<file path="src/rtl/diff_counter_pkg.sv">
// diff_counter_pkg
//   Shared definitions for the two-button up/down counter:
//   - state_e    : controller states (RUN, LOCK)
//   - count_t    : signed internal count, legal range -DIFF_MAX..+DIFF_MAX
//   - DISP_CODE  : 4-bit display field for counts -3..+3
//   - disp_code(): maps a count to its display field
package diff_counter_pkg;

    typedef enum logic {
        ST_RUN  = 1'b0,
        ST_LOCK = 1'b1
    } state_e;

    localparam int DIFF_MAX = 3;

    typedef logic signed [2:0] count_t;

    // Indexed by count + DIFF_MAX: -3, -2, -1, 0, +1, +2, +3.
    // Negative counts use the 4-bit two's-complement pattern.
    localparam logic [3:0] DISP_CODE [0:6] = '{
        4'hD, 4'hE, 4'hF, 4'h0, 4'h1, 4'h2, 4'h3
    };

    function automatic logic [3:0] disp_code(input count_t v);
        logic [2:0] idx;
        idx = 3'(int'(v) + DIFF_MAX);
        return DISP_CODE[idx];
    endfunction

endpackage

</file>
<file path="src/rtl/diff_counter_button_conditioner.sv">
// button_conditioner
//   Cleans up one raw active-low pushbutton: 2-flop synchronizer,
//   debouncer, and a one-cycle pulse on each accepted press.
//   Ports:
//     clk       system clock
//     rst_n     asynchronous active-low reset
//     btn_n_i   raw button, active-low, asynchronous, may bounce
//     press_o   registered one-cycle pulse on a filtered 1->0 transition
//   A press is only reported once the button has been seen stably released
//   after reset, so a button held through reset never produces an event.
module button_conditioner #(
    parameter int unsigned DEBOUNCE_CYCLES = 16
) (
    input  logic clk,
    input  logic rst_n,
    input  logic btn_n_i,
    output logic press_o
);

    localparam int CNT_W = 16;
    localparam logic [CNT_W-1:0] CNT_LAST = CNT_W'(DEBOUNCE_CYCLES - 1);

    logic [1:0]       sync_q;
    logic [1:0]       vld_q;      // marks when sync_q holds real samples, not reset values
    logic             level_q,   level_d;
    logic [CNT_W-1:0] cnt_q,     cnt_d;
    logic [CNT_W-1:0] arm_cnt_q, arm_cnt_d;
    logic             armed_q,   armed_d;
    logic             press_q,   press_d;
    logic             sample;

    assign sample  = sync_q[1];
    assign press_o = press_q;

    always_comb begin
        // NOTE: every combinational output gets a default first so no path leaves it unassigned (no latch).
        level_d   = level_q;
        cnt_d     = cnt_q;
        arm_cnt_d = arm_cnt_q;
        armed_d   = armed_q;
        press_d   = 1'b0;

        if (vld_q[1]) begin
            if (sample != level_q) begin
                arm_cnt_d = '0;
                if (cnt_q == CNT_LAST) begin
                    level_d = sample;
                    cnt_d   = '0;
                    press_d = armed_q & ~sample;
                end else begin
                    cnt_d = cnt_q + 1'b1;
                end
            end else begin
                // Any sample agreeing with the filtered level restarts the debounce.
                cnt_d = '0;
                // Arm only after a full debounce window of confirmed release.
                if (!armed_q && level_q) begin
                    if (arm_cnt_q == CNT_LAST) begin
                        armed_d = 1'b1;
                    end else begin
                        arm_cnt_d = arm_cnt_q + 1'b1;
                    end
                end
            end
        end
    end

    // NOTE: sequential state is written only with non-blocking assignments so every flop samples pre-edge values.
    always_ff @(posedge clk or negedge rst_n) begin
        if (!rst_n) begin
            sync_q    <= 2'b11;
            vld_q     <= 2'b00;
            level_q   <= 1'b1;
            cnt_q     <= '0;
            arm_cnt_q <= '0;
            armed_q   <= 1'b0;
            press_q   <= 1'b0;
        end else begin
            sync_q    <= {sync_q[0], btn_n_i};
            vld_q     <= {vld_q[0], 1'b1};
            level_q   <= level_d;
            cnt_q     <= cnt_d;
            arm_cnt_q <= arm_cnt_d;
            armed_q   <= armed_d;
            press_q   <= press_d;
        end
    end

endmodule

</file>
<file path="src/rtl/diff_counter.sv">
// diff_counter
//   Signed up/down counter driven by two debounced pushbuttons.
//   A press adds 1, B press subtracts 1; reaching +/-3 locks the counter
//   until clear. Outputs feed a 7-segment decoder.
//   Ports:
//     clk     system clock
//     rst_n   asynchronous active-low reset
//     btn_a   raw button A, active-low
//     btn_b   raw button B, active-low
//     clear   synchronous clear, active-high (priority over presses)
//     diff    4-bit display field (two's complement for negatives)
//     sinal   sign, 1 = negative
//     upd     one-cycle pulse when diff/sinal take a new value
//     locked  high while in LOCK
module diff_counter
    import diff_counter_pkg::*;
#(
    parameter int unsigned DEBOUNCE_CYCLES = 16
) (
    input  logic       clk,
    input  logic       rst_n,
    input  logic       btn_a,
    input  logic       btn_b,
    input  logic       clear,
    output logic [3:0] diff,
    output logic       sinal,
    output logic       upd,
    output logic       locked
);

    logic press_a, press_b;
    logic a_only, b_only;

    state_e     state_q,  state_d;
    count_t     v_q,      v_d;
    logic [3:0] diff_q,   diff_d;
    logic       sinal_q,  sinal_d;
    logic       upd_q,    upd_d;
    logic       locked_q, locked_d;

    button_conditioner #(.DEBOUNCE_CYCLES(DEBOUNCE_CYCLES)) u_cond_a (
        .clk     (clk),
        .rst_n   (rst_n),
        .btn_n_i (btn_a),
        .press_o (press_a)
    );

    button_conditioner #(.DEBOUNCE_CYCLES(DEBOUNCE_CYCLES)) u_cond_b (
        .clk     (clk),
        .rst_n   (rst_n),
        .btn_n_i (btn_b),
        .press_o (press_b)
    );

    // Simultaneous presses cancel out.
    assign a_only = press_a & ~press_b;
    assign b_only = press_b & ~press_a;

    always_comb begin
        state_d = state_q;
        v_d     = v_q;
        upd_d   = 1'b0;

        if (clear) begin
            v_d     = '0;
            state_d = ST_RUN;
            upd_d   = (v_q != '0);
        end else if (state_q == ST_RUN && (a_only || b_only)) begin
            // In RUN |v| <= 2, so a single step never leaves -3..+3.
            v_d   = a_only ? v_q + count_t'(1) : v_q - count_t'(1);
            upd_d = 1'b1;
            if (v_d == count_t'(DIFF_MAX) || v_d == count_t'(-DIFF_MAX)) begin
                state_d = ST_LOCK;
            end
        end

        diff_d   = disp_code(v_d);
        sinal_d  = v_d[2];
        locked_d = (state_d == ST_LOCK);
    end

    always_ff @(posedge clk or negedge rst_n) begin
        if (!rst_n) begin
            state_q  <= ST_RUN;
            v_q      <= '0;
            diff_q   <= 4'h0;
            sinal_q  <= 1'b0;
            upd_q    <= 1'b0;
            locked_q <= 1'b0;
        end else begin
            state_q  <= state_d;
            v_q      <= v_d;
            diff_q   <= diff_d;
            sinal_q  <= sinal_d;
            upd_q    <= upd_d;
            locked_q <= locked_d;
        end
    end

    assign diff   = diff_q;
    assign sinal  = sinal_q;
    assign upd    = upd_q;
    assign locked = locked_q;

endmodule

</file>
<file path="config.mk">
export PLATFORM = sky130hd
export DESIGN_NAME = diff_counter
export DESIGN_NICKNAME = d
export VERILOG_FILES = /design/src/rtl/diff_counter_pkg.sv /design/src/rtl/diff_counter_button_conditioner.sv /design/src/rtl/diff_counter.sv
export SDC_FILE = /design/constraint.sdc
export NUM_CORES = 1
export LEC_CHECK = 0
export CAP_MARGIN = 20
export CORE_UTILIZATION = 50
export DETAILED_ROUTE_END_ITERATION = 16
export MAX_ROUTING_LAYER = met4
export PLACE_DENSITY = 0.76
export SLEW_MARGIN = 5
export SYNTH_ARGS = -nofsm -noshare
export SYNTH_HDL_FRONTEND = slang
export SYNTH_SLANG_ARGS = --single-unit
</file>
<file path="constraint.sdc">
create_clock -name clk -period 2.45 [get_ports clk]
set_input_delay 0.49 -clock clk [delete_from_list [all_inputs] [get_ports clk]]
set_output_delay 0.49 -clock clk [all_outputs]
set_load 0.05 [all_outputs]
</file>
==> results of run 1 <==
critical path: stages (launching register included):
cell     delay [ns]
dfrtp_1        0.38
ha_1           0.24
fa_1           0.39
xor2_1         0.21
nand2_1        0.10
xor2_1         0.15
nor2_1         0.13
ha_1           0.26
a21o_1         0.16
cell families after synthesis:
| logic type | after synthesis | share of synthesized area |
|---|---|---|
| AOI/OAI and AO/OA | 131 | 0.185 |
| xor gates and xnor gates | 16 | 0.0315 |
| adders and majority gates | 10 | 0.0283 |
| buffers and inverters | 51 | 0.0507 |
| DFF | 84 | 0.449 |
| muxes | 10 | 0.0221 |
| other | 1 | 0.000799 |
| and+or+nand+nor | 195 | 0.232 |
synth_stat cells, drive strengths merged, types with 2 or more instances:
cell type / instances
nand3b: 2
nand3: 26
xnor2: 7
a211o: 2
a31o: 2
o22ai: 6
mux2: 3
o311ai: 4
dfstp: 6
a21o: 6
buf: 4
nor3b: 3
nor4: 14
and4b: 2
nor2: 26
o211ai: 5
a21oi: 13
nand2: 42
or3: 5
clkbuf: 21
and3: 11
and4: 6
nor3: 8
or2: 2
o221ai: 3
xor2: 9
mux2i: 7
o2111ai: 4
a31oi: 29
ha: 9
a41oi: 10
dfrtp: 78
o31ai: 5
nand2b: 5
o2bb2ai: 4
or4: 5
inv: 26
o21ai: 32
and2: 8
nand4: 25
sequential cells by signal (all words and copies together), names as in the netlist:
register	flops
u_cond_a.level_q	1
u_cond_a.armed_q	1
u_cond_a.sync_q	2
upd	1
u_cond_b.press_o	1
u_cond_b.cnt_q	16
u_cond_a.vld_q	1
locked	1
u_cond_b.level_q	1
u_cond_b.arm_cnt_q	16
sinal	1
u_cond_b.sync_q	2
u_cond_a.cnt_q	16
u_cond_b.vld_q	1
u_cond_a.arm_cnt_q	16
diff	3
u_cond_b.armed_q	1
v_q	2
u_cond_a.press_o	1
where the power goes:
part	internal [W]	total (W)	switching (W)
combinational	0.0000513	0.000147	0.0000958
sequential	0.00141	0.00143	0.0000286
clock	0.000362	0.000850	0.000488
total	0.00182	0.00243	0.000612
layer usage:
layer  share of wire  vias to the layer above  track usage
li1                -                     1902            -
met1            0.48                     1890        0.281
met2            0.47                       95        0.340
met3           0.045                       12       0.0418
met4          0.0099                        0       0.0689
met5               0                        -            -
area by class of cell:
cell class | count | area share
repair buffers | 23 | 0.0416
flip-flops and latches | 84 | 0.417
inverters | 26 | 0.0193
well taps | 108 | 0.0267
multi-input cells | 363 | 0.464
clock inverters | 4 | 0.00544
clock buffers | 11 | 0.0260
worst min-delay path by stage:
| stage | to | slack [ns] | cells after the start |
|---|---|---|---|
| 2_1_floorplan | diff[0] | 0.19 | 0 |
| 3_3_place_gp | u_cond_a.vld_q[1] | 0.33 | 0 |
| 3_5_place_dp | u_cond_a.vld_q[1] | 0.35 | 0 |
| 4_1_cts | u_cond_a.cnt_q[6] | 0.14 | 1 |
| 5_1_grt | u_cond_a.cnt_q[6] | 0.17 | 1 |
| 6_report | u_cond_a.cnt_q[15] | 0.13 | 1 |
per-stage QoR:
step / power (W) / cells / area, um2
2_1_floorplan: 0.00154 / 498 / 4690
3_3_place_gp: 0.00160 / 604 / 4900
3_5_place_dp: 0.00161 / 604 / 4900
4_1_cts: 0.00246 / 619 / 5060
5_1_grt: 0.00254 / 619 / 5060
6_report: 0.00243 / 619 / 5060
==> flow_metrics.tcl, run 1 <==
set metrics [dict create \
    status "complete, no violations" \
    synth_cell_types 65 \
    first_pass_iters 5 \
    path_class "flop to flop" \
    core-area_mm2 0.00889 \
    place_hpwl_um 6730 \
    synth_fp_nets 513 \
    cts_tree "built" \
    r2r_end "diff[1]" \
    fmax_mhz 471 \
    yosysTopAreaCell "dfrtp_1" \
    antenna_left 0 \
    routedWlPerCell_um 15.5 \
    ys_async_sr_fraction 1.00 \
    nets 522 \
    num_rows 34 \
    clock_latency_ns 0.35 \
    syn_area_mm2 0.00469 \
    slew_headroom 0.489 \
    multiInputGateArea_mm2 0.00235 \
    pre_cts_ws_ns 0.325 \
    rrSetupSlack_ns 0.33 \
    synth_area_leaders "dfrtp_1 (42%), a31oi_1 (3.9%), dfstp_2 (3.4%), nand2_1 (3.3%), nand4_1 (3.2%)" \
    route.vias.total 3899 \
    layout-drive-gt1-share 0.0822 \
    whs_ns 0.126 \
    setup_slack_ns 0.326 \
    drc 0 \
    grt_pass1_vias 3685 \
    cts_setup_buffers 0 \
    grt_max_degree 47 \
    hp-class "input pin to asynchronous set/reset pin" \
    reg2regPathDepth 8 \
    synth_top_cell_area_share 0.416 \
    worstSetupStartpoint "u_cond_a.press_o" \
    cp.required_ns 2.69 \
    routed_via_density 6.30 \
    gp_congestion 0.926 \
    tns_ns 0 \
    yosys_warnings 0 \
    grt_pass1_wl_um 16600 \
    final_cell_mix "dfrtp_1 (78), nand2_1 (41), a31oi_1 (29)" \
    synth_seq_cells 84 \
    ios 12 \
    mostFrequentLayoutCell "dfrtp_1" \
    cts_made_buffers 9 \
    cp-endpoint "diff[1]" \
    grtUsageTotal 0.216 \
    port_buffers 11 \
    wl_um 9610 \
    root_buffer "clkbuf_8" \
    regArea_mm2 0.00211 \
    cts_hold_buf 0 \
    syn_avg_cell_area_um2 9.42 \
    antenna_found_initial 0 \
    cp.arrival_ns 2.37 \
    period_share 0.867 \
    start_kind "flop" \
    fin_util 0.569 \
    fp.dieH_um 98.9 \
    rsz0062_at_grt "no" \
    r2r-start "u_cond_a.press_o" \
    clkTransAtPathRegs_ns 0.09 \
    diodes 0 \
    slew_violations 0 \
    area_growth_pct 7.76 \
    synth_edf_count 0 \
    worst_setup_path_end_kind "flop" \
    fin_crit_ns 2.12 \
    vdd_ir_drop_max_mv 0.222 \
    drtIter0Drc 179 \
    crit_path_max_fanout 3 \
    grt.overflow.total 0 \
    power_leakage_nw 2.08 \
    synth_flop_cell "dfrtp_1" \
    synthCells 498 \
    htreeDepth 3 \
    finalHoldViolCount 0 \
    setup_viol 0 \
    tightest_slew_ns 0.764 \
    cts_resized 0 \
    die_area_mm2 0.00978 \
    yosysSeqAreaShare 0.449 \
    cap_violations 0 \
    power_density_mw_per_mm2 481 \
    fin_worst_skew_ns 0.00927 \
    cts_sinks 84 \
    die_w_um 98.9 \
    fillerInstances 760 \
    initial_utilization 0.528 \
    clk_path_buf_depth 2 \
]
Note: power is estimated with default switching activity, not from simulation.
==> run 2: changes to the inputs <==
--- a/config.mk
+++ b/config.mk
@@ -8,6 +8,7 @@
 export CAP_MARGIN = 20
 export CORE_UTILIZATION = 50
 export DETAILED_ROUTE_END_ITERATION = 16
+export HOLD_SLACK_MARGIN = 0.08
 export MAX_ROUTING_LAYER = met4
 export PLACE_DENSITY = 0.76
 export SLEW_MARGIN = 5
==> results of run 2 <==
Final layout, timing and power as in run 1 (identical DEF).
